==> config.mk <==
export PLATFORM = sky130hd
export DESIGN_NAME = systolic_feeder_flat
export DESIGN_NICKNAME = d
export VERILOG_FILES = /design/src/rtl/systolic_feeder_pkg.sv /design/src/rtl/systolic_feeder_if.sv /design/src/rtl/systolic_feeder_lane.sv /design/src/rtl/systolic_feeder.sv /design/src/flat_wrapper.sv
export SDC_FILE = /design/constraint.sdc
export NUM_CORES = 1
export LEC_CHECK = 0
export ABC_CLOCK_PERIOD_IN_PS = 34300
export CAP_MARGIN = 20
export CORE_AREA = 2 2 237 239
export DETAILED_ROUTE_END_ITERATION = 6
export DIE_AREA = 0 0 239 241
export PLACE_DENSITY = 0.8
export SLEW_MARGIN = 5
export SYNTH_ARGS = -nofsm -noshare
export SYNTH_HDL_FRONTEND = slang
export SYNTH_SLANG_ARGS = --single-unit
==> constraint.sdc <==
create_clock -name clk -period 34.3 [get_ports clk]
set_clock_uncertainty 0.15 [all_clocks]
set_input_delay 10.29 -clock clk [delete_from_list [all_inputs] [get_ports clk]]
set_output_delay 10.29 -clock clk [all_outputs]
set_load 0.1 [all_outputs]
==> src/rtl/systolic_feeder_pkg.sv <==
// rtl/systolic_feeder_pkg.sv - shared constants and types for the systolic operand feeder
package systolic_pkg;

  localparam int N            = 3;
  localparam int DATA_W       = 32;
  localparam int DRAIN_CYCLES = 4;
  localparam int IDX_W        = $clog2(N);
  localparam int CNT_W        = 8;
  localparam int BEATS        = 2 * N - 1;

  typedef logic [DATA_W-1:0] data_t;
  typedef data_t [N-1:0]     vec_t;

  typedef enum logic [2:0] {
    IDLE,
    CLEAR,
    STREAM,
    DRAIN,
    DONE
  } feeder_state_t;

endpackage

==> src/rtl/systolic_feeder_if.sv <==
// rtl/systolic_feeder_if.sv - operand write port, run control and array-facing wavefront bus
interface systolic_feeder_if;
  import systolic_pkg::*;

  logic                  wr_en;
  logic                  wr_sel;
  logic [IDX_W-1:0]      wr_row;
  logic [IDX_W-1:0]      wr_col;
  data_t                 wr_data;
  logic                  start;
  logic                  busy;
  logic                  done;
  logic                  arr_clr;
  logic [N*DATA_W-1:0]   a_out;
  logic [N*DATA_W-1:0]   b_out;

  modport master (
    output wr_en, wr_sel, wr_row, wr_col, wr_data, start,
    input  busy, done, arr_clr, a_out, b_out
  );

  modport slave (
    input  wr_en, wr_sel, wr_row, wr_col, wr_data, start,
    output busy, done, arr_clr, a_out, b_out
  );

endinterface

==> src/rtl/systolic_feeder_lane.sv <==
// rtl/systolic_feeder_lane.sv - one skewed lane: picks vec[t - LANE] inside the window, else 0
module feeder_lane
  import systolic_pkg::*;
#(
  parameter int LANE = 0
) (
  input  logic [CNT_W-1:0] t_i,
  input  logic             valid_i,
  input  vec_t             vec_i,
  output data_t            elem_o
);

  logic [CNT_W-1:0] off;

  always_comb begin
    off    = t_i - CNT_W'(LANE);
    elem_o = '0;
    if (valid_i && (t_i >= CNT_W'(LANE)) && (off < CNT_W'(N))) begin
      elem_o = vec_i[off[IDX_W-1:0]];
    end
  end

endmodule

==> src/rtl/systolic_feeder.sv <==
// rtl/systolic_feeder.sv - operand store + clear/stream/drain sequencer for the NxN array (SYSTOLIC_FEEDER_TRANSPOSE_EN)
module systolic_feeder
  import systolic_pkg::*;
(
  input  logic               clk,
  input  logic               rst,
  systolic_feeder_if.slave   bus
);

  feeder_state_t       state_q, state_d;
  logic [CNT_W-1:0]    cnt_q, cnt_d;
  vec_t                a_mem_q [N];
  vec_t                b_mem_q [N];
  vec_t                b_col   [N];
  data_t               a_lane  [N];
  data_t               b_lane  [N];
  logic                streaming;
  logic                busy_d, done_d, clr_d;
  logic                busy_q, done_q, clr_q;
  logic [N*DATA_W-1:0] a_out_d, b_out_d, a_out_q, b_out_q;

  always_ff @(posedge clk or posedge rst) begin
    if (rst) begin
      state_q <= IDLE;
      cnt_q   <= '0;
    end else begin
      state_q <= state_d;
      cnt_q   <= cnt_d;
    end
  end

  always_comb begin
    state_d = state_q;
    cnt_d   = cnt_q;
    unique case (state_q)
      IDLE: if (bus.start) begin
        state_d = CLEAR;
        cnt_d   = '0;
      end
      CLEAR: begin
        state_d = STREAM;
        cnt_d   = '0;
      end
      STREAM: if (cnt_q == CNT_W'(BEATS - 1)) begin
        state_d = DRAIN;
        cnt_d   = '0;
      end else begin
        cnt_d = cnt_q + CNT_W'(1);
      end
      DRAIN: if (cnt_q == CNT_W'(DRAIN_CYCLES - 1)) begin
        state_d = DONE;
        cnt_d   = '0;
      end else begin
        cnt_d = cnt_q + CNT_W'(1);
      end
      DONE:    state_d = IDLE;
      default: state_d = IDLE;
    endcase
  end

  // Operand writes only land while idle so a running wavefront never changes under the array.
  always_ff @(posedge clk or posedge rst) begin
    if (rst) begin
      for (int r = 0; r < N; r++) begin
        a_mem_q[r] <= '0;
        b_mem_q[r] <= '0;
      end
    end else if (bus.wr_en && (state_q == IDLE)) begin
      if (!bus.wr_sel) begin
        a_mem_q[bus.wr_row][bus.wr_col] <= bus.wr_data;
      end else begin
`ifdef SYSTOLIC_FEEDER_TRANSPOSE_EN
        b_mem_q[bus.wr_col][bus.wr_row] <= bus.wr_data;
`else
        b_mem_q[bus.wr_row][bus.wr_col] <= bus.wr_data;
`endif
      end
    end
  end

  always_comb begin
    for (int j = 0; j < N; j++) begin
      for (int r = 0; r < N; r++) begin
        b_col[j][r] = b_mem_q[r][j];
      end
    end
  end

  assign streaming = (state_q == STREAM);

  for (genvar i = 0; i < N; i++) begin : g_lane
    feeder_lane #(.LANE(i)) u_a_lane (
      .t_i    (cnt_q),
      .valid_i(streaming),
      .vec_i  (a_mem_q[i]),
      .elem_o (a_lane[i])
    );
    feeder_lane #(.LANE(i)) u_b_lane (
      .t_i    (cnt_q),
      .valid_i(streaming),
      .vec_i  (b_col[i]),
      .elem_o (b_lane[i])
    );
  end

  always_comb begin
    busy_d  = (state_q != IDLE);
    done_d  = (state_q == DONE);
    clr_d   = (state_q == CLEAR);
    a_out_d = '0;
    b_out_d = '0;
    for (int i = 0; i < N; i++) begin
      a_out_d[i*DATA_W +: DATA_W] = a_lane[i];
      b_out_d[i*DATA_W +: DATA_W] = b_lane[i];
    end
  end

  always_ff @(posedge clk or posedge rst) begin
    if (rst) begin
      busy_q  <= 1'b0;
      done_q  <= 1'b0;
      clr_q   <= 1'b0;
      a_out_q <= '0;
      b_out_q <= '0;
    end else begin
      busy_q  <= busy_d;
      done_q  <= done_d;
      clr_q   <= clr_d;
      a_out_q <= a_out_d;
      b_out_q <= b_out_d;
    end
  end

  assign bus.busy    = busy_q;
  assign bus.done    = done_q;
  assign bus.arr_clr = clr_q;
  assign bus.a_out   = a_out_q;
  assign bus.b_out   = b_out_q;

endmodule
==> src/flat_wrapper.sv <==
// flat-port wrapper written by rule: the top's interface ports become plain ports
module systolic_feeder_flat import systolic_pkg::*;
  (clk, rst, bus_wr_en, bus_wr_sel, bus_wr_row, bus_wr_col, bus_wr_data, bus_start, bus_busy, bus_done, bus_arr_clr, bus_a_out, bus_b_out);
  systolic_feeder_if bus_i ();
  input  logic clk;
  input  logic rst;
  input wire logic [$bits(bus_i.wr_en)-1:0] bus_wr_en;
  input wire logic [$bits(bus_i.wr_sel)-1:0] bus_wr_sel;
  input wire logic [$bits(bus_i.wr_row)-1:0] bus_wr_row;
  input wire logic [$bits(bus_i.wr_col)-1:0] bus_wr_col;
  input wire logic [$bits(bus_i.wr_data)-1:0] bus_wr_data;
  input wire logic [$bits(bus_i.start)-1:0] bus_start;
  output wire logic [$bits(bus_i.busy)-1:0] bus_busy;
  output wire logic [$bits(bus_i.done)-1:0] bus_done;
  output wire logic [$bits(bus_i.arr_clr)-1:0] bus_arr_clr;
  output wire logic [$bits(bus_i.a_out)-1:0] bus_a_out;
  output wire logic [$bits(bus_i.b_out)-1:0] bus_b_out;
  assign bus_i.wr_en = bus_wr_en;
  assign bus_i.wr_sel = bus_wr_sel;
  assign bus_i.wr_row = bus_wr_row;
  assign bus_i.wr_col = bus_wr_col;
  assign bus_i.wr_data = bus_wr_data;
  assign bus_i.start = bus_start;
  assign bus_busy = bus_i.busy;
  assign bus_done = bus_i.done;
  assign bus_arr_clr = bus_i.arr_clr;
  assign bus_a_out = bus_i.a_out;
  assign bus_b_out = bus_i.b_out;
  systolic_feeder u_core (.clk(clk), .rst(rst), .bus(bus_i));
endmodule
# Yosys cells after proc, flatten, opt, wreduce, memory -nomap -nowiden
# Index checks and enable logic that the tools add are counted.
# Widths: inputs -> output; s select.
[word_totals]
regBits = 782
romBits = 0
ram_bits = 0
out_inout_bits = 195
latchBits = 0
wordCells = 100
input_bits = 41
mem_count = 0
[op_classes]
n_eq_ne = 9
muxes = 32
bitwise_logic = 2
div = 0
shift = 0
n_addsub = 3
magnitude_cmp = 13
n_mul = 0
reduce_logical = 16
[op_table]
columns = ["operator", "count"]
rows = [
  ["$bwmux 288", 2],
  ["$mux 32", 13],
  ["$bmux 32 s2", 6],
  ["$demux 96 s2", 1],
  ["$mux 96", 1],
  ["$demux 32 s2", 1],
  ["$pmux 8 s4", 1],
  ["$lt 8x2->1 const B", 3],
  ["$mux 8", 3],
  ["$ge 8x1->1 const B", 2],
  ["$lt 2x3->1 const B", 4],
  ["$pmux 3 s4", 1],
  ["$logic_and 1x1->1", 9],
  ["$mux 3", 3],
  ["$add 8x1->8 const B", 1],
  ["$eq 8x2->1 const B", 1],
  ["$eq 8x3->1 const B", 1],
  ["$ge 8x2->1 const B", 1],
  ["$sub 8x1->8 const B", 1],
  ["$sub 8x2->8 const B", 1],
  ["$eq 3x2->1 const B", 2],
  ["$reduce_and 2->1", 3],
  ["$ne 2x1->1 const B", 2],
  ["$reduce_bool 4->1", 1],
  ["11 further kinds", 11],
]

# Depth between registers and ports, before layout
# Gate-level depths: netlist of the first run.
[logic_depth]
word_depth = 7
depth_mapped = 9
ltp_nobuf = 6

# Modules after synthesis
# Synthesis of the first run repeated with hierarchy kept, for this count alone.
[unflattened]
cells_unflattened = 2332
area_unflattened_um2 = 33458.3
[by_module_without_submodules]
columns = ["mod", "seq_area_each_um2", "cells_per_inst", "instances", "area_per_inst_um2"]
rows = [
  ["systolic_feeder", 19568.8, 1536, 1, 27177.3],
  ["feeder_lane (u_core.g_lane[2].u_a_lane ...)", 0.0, 126, 2, 1097.3],
  ["feeder_lane (u_core.g_lane[0].u_a_lane ...)", 0.0, 146, 2, 1071.0],
  ["feeder_lane (u_core.g_lane[1].u_a_lane ...)", 0.0, 126, 2, 972.2],
]

# Worst setup path before layout of the first run
# OpenSTA, ideal clock, no wires.
[synth_path]
kind = "input to register"
startpoint = "input bus_wr_en"
endpoint = "register u_core.b_mem_q, in the netlist u_core.b_col[100]"
t_required_ps = 34023
n_path_buf = 1
setup_ps = 127
t_arrival_ps = 11625
cell_stages = 5
setup_slack_ps = 22397
cell_sequence = "or4b_4 nor3_4 nand2_2 buf_6 mux2_1"
[synth_between]
elab_chain_cells = 2
[synth_rtl]
columns = ["element", "line", "source"]
rows = [
  ["start: declaration", "flat_wrapper.sv:7", "input wire logic [$bits(bus_i.wr_en)-1:0] bus_wr_en;"],
  ["$logic_and 1x1->1", "systolic_feeder.sv:68", "end else if (bus.wr_en && (state_q == IDLE)) begin"],
  ["$reduce_and 2->1 (no source line)", "-", ""],
  ["end signal: indexed assignment", "systolic_feeder.sv:75", "b_mem_q[bus.wr_row][bus.wr_col] <= bus.wr_data;"],
  ["end: declaration", "systolic_feeder.sv:13", "vec_t b_mem_q [N];"],
]
# No other way between the ends.
# A chain may end at the register's enable or synchronous reset.

==> results of run 1 <==
-- kinds of logic after synthesis --
logic type               synth area share
AO/OA/AOI/OAI                     0.03867
XOR/XNOR                        0.0005469
adder cells (fa/ha/maj)          0.002734
buffers and inverters             0.02828
flip-flops                         0.6109
multiplexers                       0.2650
AND/OR/NAND/NOR                   0.05394
-- worst reg2reg max path, cell delays in order, from the launching register on --
cell     delay (ps)
dfrtp_4        1150
inv_1           320
ha_2            360
buf_4           410
nor2_4          210
buf_4           790
a22oi_1         270
nor2_1          370
-- routing by layer --
metal / up-vias / wire, um
met4: 2 / 2407
met1: 10340 / 31630
met5: - / 14
met3: 131 / 3563
met2: 598 / 38980
li1: 8539 / -
-- metrics by stage --
step / setup slack [ps] / power [mW] / cell area, um2
after floorplan: 1905 / 1.697 / 32030
after global placement: 19860 / 1.887 / 34700
after detailed placement: 19670 / 1.919 / 34720
after CTS: 20320 / 2.770 / 37290
after global routing: 20160 / 2.876 / 37430
final: 20730 / 2.761 / 37430
-- cell usage in the layout, fill, tap and decap left out, types with 2 or more instances in the layout --
master	instances
clkdlybuf4s50_1	235
ha_1	6
mux2_2	622
clkinvlp_4	3
o211ai_1	3
nand3_1	12
a21oi_1	129
a31oi_1	3
clkbuf_1	15
nor3_4	5
bufinv_16	4
mux2_1	18
buf_12	7
nand2_2	6
and3b_1	2
or2_2	2
nor3_1	6
clkbuf_8	16
nor2_1	327
nand2_1	20
and3_1	2
clkinv_2	18
dfrtp_1	780
nand2b_1	3
mux2i_1	128
nor2b_1	4
o21ai_0	3
buf_16	2
inv_1	3
inv_6	4
a22oi_1	64
clkbuf_16	80
buf_4	20
nor2_4	9
-- how the worst min path moves through the flow --
| stage | slack, ps | end | cells after the start |
|---|---|---|---|
| finish | 340 | u_core.a_mem_q[200] | 1 |
| global route | 350 | u_core.b_col[101] | 1 |
| CTS | 340 | u_core.a_mem_q[200] | 1 |
| detailed placement | 330 | u_core.b_col[101] | 1 |
| global placement | 320 | u_core.a_mem_q[199] | 1 |
| floorplan | 310 | u_core.a_mem_q[198] | 1 |
-- sequential cells by signal, summed over array words and instances, names as in the netlist --
name,flops
u_core.bus.b_out,96
u_core.bus.a_out,96
u_core.b_col,288
u_core.bus.arr_clr,1
u_core.a_mem_q,288
u_core.bus.done,1
u_core.state_q,3
u_core.cnt_q,8
u_core.bus.busy,1
-- final cells by class --
type,count,share of cell area
Sequential cell,782,0.5229
Multi-Input combinational cell,1396,0.3121
Timing Repair Buffer,264,0.07207
Clock buffer,111,0.06087
Tap cell,704,0.02353
Clock inverter,31,0.007822
Inverter,5,0.0007020
-- power by group --
part / switching (mW) / internal, mW
clock network: 0.353 / 0.495
logic: 0.492 / 0.253
registers: 0.0988 / 1.07
==> flow_summary.json, run 1 <==
{
  "rsz0062_at_grt": "false",
  "globalRouteOverflowTotal": 0,
  "portBuffers": 235,
  "critPathLaunchType": "primary input",
  "die_h_um": 241,
  "grt_usage": 0.2710,
  "reg2reg_depth": 7,
  "end_kind": "async pin",
  "crit_type": "in -> async",
  "dp_hpwl_mm": 44.51,
  "h-tree-depth": 3,
  "grt_max_degree": 189,
  "synth_seq_cells": 782,
  "hold_viol": 0,
  "dr.pass1.iters": 5,
  "drcViolationCount": 0,
  "ys_async_sr_fraction": 1.000,
  "finalNonFillerCells": 3293,
  "pin_count": 236,
  "status": "finished, final reports clean",
  "cp-endpoint": "u_core.a_mem_q[88]",
  "critPathMaxFanout": 188,
  "syn_inst": 2357,
  "timing.setup.tns_ps": 0,
  "seq_area_mm2": 0.01957,
  "met1_usage": 0.3582,
  "worst_slew_pin_slew_ps": 1157,
  "synthDominantCellAreaShare": 0.6109,
  "yosysTopAreaCell": "dfrtp_1",
  "nets": 2574,
  "start_util": 0.5837,
  "crit_required_ps": 34940,
  "hold_slack_ps": 335.4,
  "cts_hold_buf": 0,
  "drive_gt1_frac": 0.3136,
  "cts_setup_buffers": 0,
  "worstPathArrival_ps": 14220,
  "synth-edff-count": 0,
  "vias": 19610,
  "numCtsBuffers": 77,
  "maxSlewViolCount": 0,
  "final.min_clock_period_ps": 13570,
  "cp_cell_sequence": "clkdlybuf4s50_1 > inv_8 > buf_4 > buf_12 > buf_4 > buf_16",
  "maxCapViolCount": 0,
  "drtIter0Drc": 1420,
  "clk_pin_slew_ps": 60,
  "synthTopCellsByCount": "dfrtp_1, mux2_2, nor2_1, a21oi_1, mux2i_1",
  "clk_path_buf_depth": 3,
  "r2r_end": "u_core.bus.b_out[62]",
  "post-route-util": 0.6821,
  "netlist_area_mm2": 0.03203,
  "syn2layout_area_growth_pct": 16.84,
  "multiInputGateArea_mm2": 0.01168,
  "core-area_mm2": 0.05488,
  "synth_area_leaders": "dfrtp_1, mux2_2, mux2i_1",
  "die_area_mm2": 0.05760,
  "rows": 86,
  "dp.cells": 3145,
  "slowest_delay_ps": 900,
  "syn_nets": 2405,
  "synth.distinct_cells": 45,
  "die_w_um": 239,
  "use_met2": 0.4564,
  "grt_pass1_vias": 20880,
  "viasPerCell": 5.955,
  "grt_pass1_wl_mm": 119.4,
  "path_depth": 6,
  "cts-root-buf": "clkbuf_16",
  "max_slew_margin": 0.2283,
  "grt_util_met3": 0.03900,
  "yosysMostFrequentCell": "dfrtp_1",
  "crit_buf_inv": 6,
  "seq_area_frac_synth": 0.6109,
  "cts_tree": "yes",
  "gp_congestion": 0.7643,
  "synth_area_per_cell_um2": 13.59,
  "hold_start": "u_core.a_mem_q[200]",
  "fillers": 3676,
  "peakVddDrop_uv": 95.10,
  "startpoint": "rst",
  "antenna_left": 0,
  "r2r_slack_ps": 30120,
  "setup_viol": 0,
  "crit_top_cell": "buf_4",
  "slowest_stage": "buf_4",
  "hold_path.class": "reg -> reg",
  "antenna_cells": 0,
  "pwr_density_cell_mw_per_mm2": 73.78,
  "wl_per_cell_um": 23.26,
  "busiest_layer": "met2",
  "cts.repair.resized": 0,
  "fmax_mhz": 73.68,
  "synth_flop_cell": "dfrtp_1",
  "cts.sinks": 782,
  "yosys_warnings": 0,
  "period_share": 0.3957,
  "antenna_found_initial": 1,
  "clock_latency_ps": 620,
  "crit_family": "buffers and inverters",
  "drt_wl_total_mm": 76.60,
  "r2r_start": "u_core.cnt_q[0]",
  "p_leak_nw": 17.96
}
Note: power is estimated with default switching activity, not from simulation.
==> run 2: changes to the inputs <==
ABC_CLOCK_PERIOD_IN_PS = 14180   (was 34300)
clock period = 14.18 ns   (was 34.3 ns; I/O delays follow)
==> flow_summary.json, run 2 (synthesized netlist as in run 1, its figures left out) <==
{
  "worst_slew_pin_slew_ps": 1118,
  "grt_pass1_wl_mm": 118.1,
  "cts-root-buf": "clkbuf_16",
  "maxSlewViolCount": 0,
  "critPathLaunchType": "flip-flop",
  "crit_family": "buffers and inverters",
  "cts_hold_buf": 0,
  "dpl_cell_area_mm2": 0.03476,
  "viasPerCell": 5.938,
  "globalRouteOverflowTotal": 0,
  "clk_pin_slew_ps": 60,
  "numCtsBuffers": 76,
  "slowest_delay_ps": 1170,
  "peakVddDrop_uv": 157.9,
  "grt_usage": 0.2680,
  "nets": 2577,
  "grt_util_met3": 0.04404,
  "antenna_left": 0,
  "start_util": 0.5837,
  "fin_ws_ps": 7561,
  "vias": 19520,
  "clock_latency_ps": 600,
  "drtIter0Drc": 1331,
  "dr.pass1.iters": 6,
  "crit_buf_inv": 1,
  "p_leak_nw": 17.94,
  "power.total_mw": 6.665,
  "met1_usage": 0.3463,
  "grt_max_degree": 202,
  "fmax_mhz": 151.1,
  "startpoint": "u_core.bus.a_out[0]",
  "pin_count": 236,
  "crit_type": "reg -> out",
  "h-tree-depth": 3,
  "stdcell_area_mm2": 0.03742,
  "path_depth": 1,
  "dp_hpwl_mm": 45.05,
  "cts_tree": "yes",
  "wl_per_cell_um": 23.19,
  "syn2layout_area_growth_pct": 16.80,
  "slowest_stage": "clkdlybuf4s50_1",
  "drt_wl_total_mm": 76.24,
  "max_slew_margin": 0.2530,
  "cts.sinks": 782,
  "drcViolationCount": 0,
  "die_area_mm2": 0.05760,
  "antenna_cells": 0,
  "grt_pass1_vias": 20720,
  "reg2reg_depth": 7,
  "die_w_um": 239,
  "cts_setup_buffers": 0,
  "maxCapViolCount": 0,
  "cp-endpoint": "bus_a_out[0]",
  "use_met2": 0.4598,
  "rows": 86,
  "die_h_um": 241,
  "critPathMaxFanout": 1,
  "pwr_density_cell_mw_per_mm2": 178.1,
  "hold_path.class": "reg -> reg",
  "cts.repair.resized": 0,
  "end_kind": "primary output",
  "worstPathArrival_ps": 2220,
  "post-route-util": 0.6818,
  "gp_congestion": 0.8117,
  "mostFrequentLayoutCells": "dfrtp_1, mux2_2, nor2_1",
  "drive_gt1_frac": 0.3100,
  "final_common_cell": "dfrtp_1",
  "r2r_start": "u_core.cnt_q[0]",
  "core-area_mm2": 0.05488,
  "dp_slack_ps": 6899,
  "setup_viol": 0,
  "rsz0062_at_grt": "false",
  "cp_cell_sequence": "clkdlybuf4s50_1",
  "hold_viol": 0,
  "r2r_end": "u_core.bus.b_out[62]",
  "crit_required_ps": 9780,
  "antenna_found_initial": 0,
  "r2r_slack_ps": 9680,
  "period_share": 0.4668,
  "status": "finished, final reports clean",
  "busiest_layer": "met2",
  "final.min_clock_period_ps": 6619,
  "portBuffers": 235,
  "clk_path_buf_depth": 3
}
-- run 2: cell type report --
type / instances / area, um2
sequential: 782 / 19580
clock buffer: 119 / 2317
fill: 3740 / 17460
clock inverter: 14 / 178.9
tap: 704 / 880.8
timing repair buffer: 268 / 2760
inverter: 5 / 22.52
multi-input combinational: 1396 / 11680
-- run 2: worst min-delay path by stage --
| stage | slack [ps] | end | start | depth (start not counted) |
|---|---|---|---|---|
| after floorplan | 310 | u_core.a_mem_q[198] | u_core.a_mem_q[198] | 1 |
| after global placement | 320 | u_core.a_mem_q[199] | u_core.a_mem_q[199] | 1 |
| after detailed placement | 330 | u_core.b_col[103] | u_core.b_col[103] | 1 |
| after CTS | 340 | u_core.b_col[103] | u_core.b_col[103] | 1 |
| after global routing | 350 | u_core.a_mem_q[198] | u_core.a_mem_q[198] | 1 |
| final | 330 | u_core.b_col[103] | u_core.b_col[103] | 1 |
-- run 2: worst register-to-register path: cells and delay by family (launching register included) --
family                     cells  cell delay [ps]
adders and majority gates      1              370
buffers and inverters          3             1700
DFF                            1              870
AOI/OAI and AO/OA              1              200
and+or+nand+nor                2             1090
-- run 2: stage by stage --
step / TNS [ps] / std cells / hold slack (ps)
after CTS: 0 / 3281 / 338.0
final: 0 / 3288 / 334.7
after global placement: 0 / 3146 / 315.8
after floorplan: -745210 / 2357 / 307.4
after detailed placement: 0 / 3148 / 325.2
after global routing: 0 / 3288 / 348.9
-- run 2: where the power goes --
part	total (mW)	leakage [nW]	switching, mW	internal [mW]
Sequential	2.82	10.7	0.226	2.59
Clock	2.02	1.22	0.825	1.19
Combinational	1.83	5.99	1.21	0.616
Total	6.67	17.9	2.27	4.40
-- run 2: per-layer routing --
metal	vias to the layer above	routed length, um
li1	8510	-
met1	10360	31500
met2	540	38720
met3	114	3870
met4	0	2151
met5	-	0
